[config.mk]
export PLATFORM = sky130hd
export DESIGN_NAME = uart_stream_cipher
export DESIGN_NICKNAME = d
export VERILOG_FILES = /design/src/rtl/uart_cipher_pkg.sv /design/src/rtl/cipher_lfsr.sv /design/src/rtl/uart_stream_cipher.sv
export SDC_FILE = /design/constraint.sdc
export NUM_CORES = 1
export LEC_CHECK = 0
export CAP_MARGIN = 20
export CORE_AREA = 5 5 95 97
export CTS_BUF_LIST = sky130_fd_sc_hd__clkbuf_8
export CTS_CLUSTER_SIZE = 12
export DETAILED_ROUTE_END_ITERATION = 10
export DIE_AREA = 0 0 100 102
export PLACE_DENSITY = 0.6
export SYNTH_ARGS = -nofsm -noshare
export SYNTH_HDL_FRONTEND = slang
export SYNTH_SLANG_ARGS = --single-unit
[constraint.sdc]
create_clock -name clk -period 1.82 [get_ports clk]
set_input_delay 0.182 -clock clk [delete_from_list [all_inputs] [get_ports clk]]
set_output_delay 0.182 -clock clk [all_outputs]
set_load 0.005 [all_outputs]
[src/rtl/uart_cipher_pkg.sv]
// Shared constants for the UART stream cipher: keystream modes, FSM encoding, default taps.
package uart_cipher_pkg;

    localparam logic MODE_STATIC  = 1'b0;
    localparam logic MODE_ROLLING = 1'b1;

    localparam logic [0:0] ST_UNSYNC = 1'b0;
    localparam logic [0:0] ST_RUN    = 1'b1;

    localparam logic [15:0] DEFAULT_TAPS = 16'hB400;

endpackage

[src/rtl/cipher_lfsr.sv]
// Galois LFSR with synchronous seed load and single-step advance; resets to all ones.
module cipher_lfsr
    import uart_cipher_pkg::*;
#(
    parameter int               WIDTH     = 16,
    parameter logic [WIDTH-1:0] TAPS      = WIDTH'(DEFAULT_TAPS),
    parameter int               OUT_WIDTH = WIDTH
) (
    input  logic                 clk,
    input  logic                 rst_n,
    input  logic                 load_i,
    input  logic [WIDTH-1:0]     seed_i,
    input  logic                 advance_i,
    output logic [OUT_WIDTH-1:0] state_o
);

    logic [WIDTH-1:0] state_q, state_d;

    always_comb begin
        state_d = state_q;
        if (load_i) begin
            state_d = seed_i;
        end else if (advance_i) begin
            state_d = state_q[0] ? ((state_q >> 1) ^ TAPS) : (state_q >> 1);
        end
    end

    always_ff @(posedge clk or negedge rst_n) begin
        if (!rst_n) begin
            state_q <= '1;
        end else begin
            state_q <= state_d;
        end
    end

    // Consumers that only need the keystream byte take the low bits.
    assign state_o = state_q[OUT_WIDTH-1:0];

endmodule

[src/rtl/uart_stream_cipher.sv]
// Registered XOR stream cipher with valid/ready handshake, static or rolling LFSR keystream.
//
// state  | meaning
// UNSYNC | no keystream alignment yet; input is refused
// RUN    | key/mode latched; words are accepted when the output register is free
module uart_stream_cipher
    import uart_cipher_pkg::*;
#(
    parameter int                   DATA_WIDTH = 8,
    parameter int                   KEY_WIDTH  = 16,
    parameter logic [KEY_WIDTH-1:0] TAPS       = KEY_WIDTH'(DEFAULT_TAPS)
) (
    input  logic                  clk,
    input  logic                  rst_n,
    input  logic [KEY_WIDTH-1:0]  key_i,
    input  logic                  mode_i,
    input  logic                  resync_i,
    input  logic [DATA_WIDTH-1:0] in_data_i,
    input  logic                  in_valid_i,
    output logic                  in_ready_o,
    output logic [DATA_WIDTH-1:0] out_data_o,
    output logic                  out_valid_o,
    input  logic                  out_ready_i,
    output logic                  synced_o,
    output logic [15:0]           word_count_o
);

    // Static mode only ever reads key bits below min(DATA_WIDTH, KEY_WIDTH).
    localparam int KL_W = (DATA_WIDTH < KEY_WIDTH) ? DATA_WIDTH : KEY_WIDTH;

    logic [0:0]            state_q, state_d;
    logic [KL_W-1:0]       key_lat_q, key_lat_d;
    logic                  mode_lat_q, mode_lat_d;
    logic [DATA_WIDTH-1:0] out_data_q, out_data_d;
    logic                  out_valid_q, out_valid_d;
    logic [15:0]           word_count_q, word_count_d;

    logic [DATA_WIDTH-1:0] ks, ks_static, ks_roll;
    logic [KEY_WIDTH-1:0]  seed;
    logic                  accept;

    for (genvar i = 0; i < DATA_WIDTH; i++) begin : g_static_ks
        assign ks_static[i] = key_lat_q[i % KEY_WIDTH];
    end

    cipher_lfsr #(
        .WIDTH     (KEY_WIDTH),
        .TAPS      (TAPS),
        .OUT_WIDTH (DATA_WIDTH)
    ) u_lfsr (
        .clk       (clk),
        .rst_n     (rst_n),
        .load_i    (resync_i),
        .seed_i    (seed),
        .advance_i (accept && (mode_lat_q == MODE_ROLLING)),
        .state_o   (ks_roll)
    );

    // An all-zero seed would lock the LFSR at zero forever.
    assign seed = (key_i == '0) ? '1 : key_i;
    assign ks   = (mode_lat_q == MODE_ROLLING) ? ks_roll : ks_static;

    assign in_ready_o = (state_q == ST_RUN) && !resync_i && (!out_valid_q || out_ready_i);
    assign accept     = in_valid_i && in_ready_o;

    always_comb begin
        state_d      = state_q;
        key_lat_d    = key_lat_q;
        mode_lat_d   = mode_lat_q;
        out_data_d   = out_data_q;
        out_valid_d  = out_valid_q;
        word_count_d = word_count_q;

        if (out_valid_q && out_ready_i) begin
            out_valid_d = 1'b0;
        end
        if (accept) begin
            out_data_d   = in_data_i ^ ks;
            out_valid_d  = 1'b1;
            word_count_d = word_count_q + 16'd1;
        end
        if (resync_i) begin
            state_d      = ST_RUN;
            key_lat_d    = key_i[KL_W-1:0];
            mode_lat_d   = mode_i;
            word_count_d = 16'd0;
        end
    end

    always_ff @(posedge clk or negedge rst_n) begin
        if (!rst_n) begin
            state_q      <= ST_UNSYNC;
            key_lat_q    <= '0;
            mode_lat_q   <= MODE_STATIC;
            out_data_q   <= '0;
            out_valid_q  <= 1'b0;
            word_count_q <= 16'd0;
        end else begin
            state_q      <= state_d;
            key_lat_q    <= key_lat_d;
            mode_lat_q   <= mode_lat_d;
            out_data_q   <= out_data_d;
            out_valid_q  <= out_valid_d;
            word_count_q <= word_count_d;
        end
    end

    assign out_data_o   = out_data_q;
    assign out_valid_o  = out_valid_q;
    assign synced_o     = (state_q == ST_RUN);
    assign word_count_o = word_count_q;

endmodule

==> qor.yml, run 1 <==
status: "finished clean"
drt_iter0_drc: 66
cp_slowest_cell: "clkdlybuf4s50_1"
setup.worst_path.start_class: "input port"
use_met1_pct: 15.96
grt_use_met2_pct: 19.60
netlist_area_um2: 2512
arrival_ps: 1580
peakVddDrop_v: 0.0004386
hold_ws_ps: 352.5
cpPeakStageDelay_ps: 550
die_h_um: 102
dp.cells: 409
met3_usage_pct: 3.686
area_delta_synth_final_pct: 39.49
clock_path_buffers: 2
power.leakage_nw: 1.525
max_freq_mhz: 568.4
dp_hpwl_mm: 4.488
overflow: 0
antenna_found_initial: 0
start_util_pct: 31.20
avgViaCountPerCell: 4.766
nets: 343
clock_sinks: 51
yosys_warnings: 0
gp_congestion: 0.8140
syn_avg_cell_area_um2: 10.65
final_max_slew_viol_count: 0
max_cap_viol_count: 0
cts_root_buf: "clkbuf_8"
synth-edff-count: 0
fin_crit_sh_pct: 96.67
crit_path_frequent_cell: "clkdlybuf4s50_1"
path_max_fanout: 3
ant_nets: 0
setup_violations: 0
crit_chain: "clkdlybuf4s50_1 -> nand2b_4 -> and3_1 -> clkdlybuf4s50_1"
clk_latency_ps: 300
drt_first_pass_iters: 4
grt_pass1_wl_mm: 10.02
gr-max-usage-layer: "met2"
core_um2: 8051
drive_gt1_share_pct: 20.77
cts_tree: "done"
postCtsSetupRepairBufs: 0
cts.clk_slew.worst_paths_ps: 100
synthesis.nets: 267
cts_made_buffers: 5
finClkSkew_ps: 14.56
crit_required_ps: 1640
finalNonFillerCells: 418
grt_util_all_layers_pct: 12.29
synth_ff_type: "dfrtp_1"
synth.distinct_cells: 37
grt_max_degree: 35
h-tree-depth: 2
ys_async_sr_fraction_pct: 100.0
die_w_um: 100
power.density_nw_per_um2: 751.3
period_needed_ps: 1759
crit_path_end_kind: "output pin"
wl_mm: 6.011
antenna_cells: 0
die_area_um2: 10200
worstHoldPathType: "in -> async"
wire_per_inst_um: 14.38
drc: 0
maxSlewHeadroom_pct: 64.07
io_buffers: 56
tns_ps: 0
rows: 33
worst_pin_slew_ps: 538.9
critPathKind: "in -> out"
yosysSeqAreaShare_pct: 51.59
grt_pass1_vias: 2028
io_pins: 57
syn_inst: 236
hold_viol_final: 0
ys_ff_latch: 51
dr_total_vias: 1992
[metrics by stage]
step                      instance area, µm²  util [%]  power [mW]  setup WS (ps)
final                                   3505     43.53       2.633          60.67
after global routing                    3505     43.53       2.787        -0.6595
after CTS                               3490     43.34       2.674          20.03
after detailed placement                3373     41.90       1.896         -183.8
after global placement                  3373     41.90       1.885         -100.9
after floorplan                         2512         -       1.595          54.57
[timing repair]
action                                  4_1_cts  5_1_grt
gates resized for setup                       0        3
endpoints found under the setup margin        0        7
hold buffers                                  1        0
endpoints found under the hold margin        17        0
[kinds of logic (layout without fill, tap and decap cells)]
| family | Yosys count | after routing | synth area share (%) |
|---|---|---|---|
| buffers and inverters | 19 | 96 | 3.088 |
| and+or+nand+nor | 72 | 72 | 15.29 |
| xor gates and xnor gates | 17 | 17 | 5.927 |
| adders and majority gates | 1 | 1 | 0.4979 |
| DFF | 51 | 51 | 51.59 |
| AOI/OAI and AO/OA | 41 | 41 | 9.164 |
| muxes | 35 | 35 | 14.44 |
[report_power, final]
group	total (mW)	internal, mW	switching (mW)
Clock	0.765	0.401	0.364
Combinational	0.516	0.308	0.208
Sequential	1.35	1.27	0.0796
[placed cells by master, fill, tap and decap left out, types with 3 or more instances in the layout]
cell type / Yosys / routed
nor2_1: 24 / 24
o21ai_0: 10 / 10
dfstp_2: 16 / 16
a21oi_1: 23 / 23
mux2i_1: 25 / 25
clkdlybuf4s50_1: 0 / 55
mux2_2: 9 / 9
nand4_1: 3 / 3
buf_12: 0 / 3
buf_4: 0 / 23
xnor2_1: 3 / 3
inv_1: 5 / 7
dfrtp_1: 35 / 35
nand2_1: 13 / 13
xor2_1: 14 / 14
clkbuf_8: 0 / 5
o31ai_1: 5 / 5
or4_1: 5 / 5
nor4_1: 7 / 7
nand3_1: 4 / 4
[cell type report]
class / instances / area (µm²)
inverters: 5 / 18.77
clock inverters: 3 / 37.54
fillers: 783 / 4547
flip-flops and latches: 51 / 1296
repair buffers: 83 / 798.3
multi-input cells: 166 / 1154
clock buffers: 5 / 68.82
well taps: 105 / 131.4
[critical path, delay by kind of cell]
kind          cells  cell delay (ps)
buf+inv           2             1060
simple gates      2              330
[final timing paths]
path	from	to	slack, ps	cells after the start
max	out_ready_i	in_ready_o	60	4
min	rst_n	word_count_o[0]$_DFFE_PN0P_	350	2
max reg2reg	word_count_o[0]$_DFFE_PN0P_	word_count_o[10]$_DFFE_PN0P_	70	5
min reg2reg	out_data_o[3]$_DFFE_PN0P_	out_data_o[3]$_DFFE_PN0P_	490	2
max in group asynchronous	rst_n	u_lfsr.state_q[13]$_DFFE_PN1P_	850	3
min in group clk	key_i[12]	u_lfsr.state_q[12]$_DFFE_PN1P_	460	3
[per-layer routing]
metal  up-vias  wire, µm
li1        986         -
met1       960      2813
met2        40      2788
met3         6       321
met4         0        87
met5         -         0
[state kept, by name (all words and copies together) (netlist names)]
signal and count:
out_valid_o 1, word_count_o 16, out_data_o 8, u_lfsr.state_q 16, mode_lat_q 1, synced_o 1, key_lat_q 8
[Yosys cell counts (all sizes together), types with 2 or more instances]
library cell / number / share of area (%)
or2: 2 / 0.50
xnor2: 3 / 1.0
buf: 7 / 1.3
nand3: 6 / 1.6
xor2: 14 / 4.9
o21ai: 10 / 2.0
nand2: 13 / 1.9
dfstp: 16 / 17
mux2i: 25 / 10
a21oi: 23 / 4.6
or3: 3 / 0.75
nor4: 7 / 1.7
nor2: 24 / 3.6
inv: 5 / 0.75
nand4: 3 / 0.75
o31ai: 5 / 1.5
dfrtp: 35 / 35
or4: 5 / 1.5
mux2: 10 / 4.5
clkbuf: 7 / 1.0
nor2b: 2 / 0.80
Note: power is estimated with default switching activity, not from simulation.
==> run 2: changes to the inputs <==
- GPL_TIMING_DRIVEN: default -> 0
==> run 2 against run 1 <==
  * Total power shrank 0.13%
  * Global-route usage shrank 0.13 points
  * Register-to-register slack lost 60 ps
  * Cell count shrank 1.7%
  * Utilization shrank 0.67 points
  * Via count shrank 0.80%
  * Largest power group unchanged
==> qor.yml, run 2 (synthesized netlist as in run 1, its figures left out) <==
crit_chain: "ha_2 -> nand3b_1 -> or3_4 -> or4_4 -> a21oi_2"  # was clkdlybuf4s50_1 -> nand2b_4 -> and3_1 -> clkdlybuf4s50_1
antenna_cells: 0  # unchanged
max_cap_viol_count: 0  # unchanged
worstReg2RegStart: "word_count_o[0]$_DFFE_PN0P_"  # unchanged
worst_pin_slew_ps: 521.9  # was 538.9 ps
die_h_um: 102  # unchanged
hold_viol_final: 0  # unchanged
finalNonFillerCells: 411  # was 418
dp_hpwl_mm: 4.441  # was 4.488 mm
core_um2: 8051  # unchanged
worstHoldPathType: "in -> async"  # unchanged
drive_gt1_share_pct: 20.26  # was 20.77%
grt_util_all_layers_pct: 12.16  # was 12.29%
grt_pass1_wl_mm: 9.791  # was 10.02 mm
overflow: 0  # unchanged
final_cell_mix: "clkdlybuf4s50_1, dfrtp_1, mux2i_1"  # unchanged
peakVddDrop_v: 0.0003928  # was 0.0004386 V
ant_nets: 0  # unchanged
dp.cells: 398  # was 409
crit_required_ps: 2050  # was 1640 ps
io_pins: 57  # unchanged
cpPeakStageDelay_ps: 500  # was 550 ps
drc: 0  # unchanged
clock_path_buffers: 2  # unchanged
antenna_found_initial: 0  # unchanged
gp_congestion: 0.8146  # was 0.8140
nets: 336  # was 343
cts.clk_slew.worst_paths_ps: 100  # about the same
arrival_ps: 2040  # was 1580 ps
r2r_slack_ps: 10  # was 70 ps
path_delay_family: "simple AND/OR/NAND/NOR gates"  # was buffers and inverters
final_max_slew_viol_count: 0  # unchanged
power_mw: 2.630  # was 2.633 mW
grt_max_degree: 36  # was 35
period_needed_ps: 1807  # was 1759 ps
finClkSkew_ps: 11.61  # was 14.56 ps
setup.worst_path.start_class: "flip-flop"  # was input port
placed_cell_area_um2: 3219  # was 3373 µm²
rows: 33  # unchanged
power.leakage_nw: 1.475  # was 1.525 nW
start_util_pct: 31.20  # unchanged
fin_crit_sh_pct: 99.31  # was 96.67%
avgViaCountPerCell: 4.808  # was 4.766
drt_first_pass_iters: 4  # unchanged
die_w_um: 100  # unchanged
regArea_um2: 1296  # unchanged
rr_worst_depth: 5  # unchanged
maxSlewHeadroom_pct: 65.21  # was 64.07%
critPathKind: "reg -> reg"  # was in -> out
cts_made_buffers: 5  # unchanged
tns_ps: 0  # unchanged
wl_mm: 6.210  # was 6.011 mm
clk_latency_ps: 310  # was 300 ps
drt_iter0_drc: 69  # was 66
layout_commonest_cell: "clkdlybuf4s50_1"  # unchanged
status: "finished clean"  # unchanged
h-tree-depth: 2  # unchanged
r2r-end: "word_count_o[14]$_DFFE_PN0P_"  # was word_count_o[10]$_DFFE_PN0P_
path_max_fanout: 7  # was 3
area_delta_synth_final_pct: 37.35  # was 39.49%
wire_per_inst_um: 15.11  # was 14.38 µm
design_area_um2: 3451  # was 3505 µm²
clock_sinks: 51  # unchanged
io_buffers: 56  # unchanged
max_freq_mhz: 553.3  # was 568.4 MHz
grt_pass1_vias: 1948  # was 2028
cts_tree: "done"  # unchanged
cp_slowest_cell: "or4_4"  # was clkdlybuf4s50_1
power.density_nw_per_um2: 762.0  # was 751.3 nW/µm²
cts_root_buf: "clkbuf_8"  # unchanged
die_area_um2: 10200  # unchanged
rsz0062_at_grt: "true"
dr_total_vias: 1976  # was 1992
crit_path_end_kind: "flip-flop"  # was output pin
multiInputGateArea_um2: 1187  # was 1154 µm²
setup_violations: 0  # unchanged
fillers: 783  # unchanged
cp_num_buf_inv: 0  # was 2
## run 2: worst max path at each step
stage,startpoint,to,cells after the start
global route,word_count_o[1]$_DFFE_PN0P_,word_count_o[14]$_DFFE_PN0P_,5
detailed placement,resync_i,in_ready_o,6
finish,word_count_o[0]$_DFFE_PN0P_,word_count_o[14]$_DFFE_PN0P_,5
global placement,rst_n,word_count_o[10]$_DFFE_PN0P_,1
floorplan,word_count_o[0]$_DFFE_PN0P_,word_count_o[10]$_DFFE_PN0P_,6
CTS,synced_o$_DFFE_PN0P_,u_lfsr.state_q[14]$_DFFE_PN1P_,6
## run 2: worst reg2reg max path, cell delays in order, from the launching register on
cell,delay [ps]
dfrtp_1,380
ha_2,190
nand3b_1,130
or3_4,400
or4_4,500
a21oi_2,140
## run 2: metrics by stage
stage	utilization [%]	setup slack, ps	hold slack, ps
detailed placement	39.98	-537.2	132.1
finish	42.86	12.55	348.3
floorplan	-	54.57	-113.6
global placement	39.80	-953.8	461.1
global route	42.86	-38.21	367.8
CTS	42.22	26.39	345.1
## run 2: layout make-up
type,instances,share of cell area [%]
plain buffers,10,1.813
clock buffers,5,1.994
clock inverters,3,1.197
inverters,5,0.5439
multi-input cells,166,34.41
flip-flops and latches,51,37.56
well taps,105,3.807
repair buffers,66,18.67
## run 2: repair_timing
item                                   in CTS  in global routing
endpoints found under the hold margin       5                  0
gates resized for setup                    12                  9
pin swaps                                   0                  2
setup endpoints to repair                  19                 19
hold buffers                                1                  0
setup buffers                               5                  3
## run 2: per-layer routing
layer	global-route usage (%)	part of all wire [%]	vias to the layer above
li1	-	-	969
met1	16.12	46	963
met2	19.60	47	39
met3	3.003	4.9	5
met4	4.041	1.4	0
met5	0	0	-
## run 2: report_power, final
group	total [mW]	switching [mW]	internal, mW	leakage [nW]
Sequential	1.33	0.0621	1.27	0.617
Clock	0.782	0.377	0.405	0.0556
Combinational	0.513	0.227	0.286	0.803
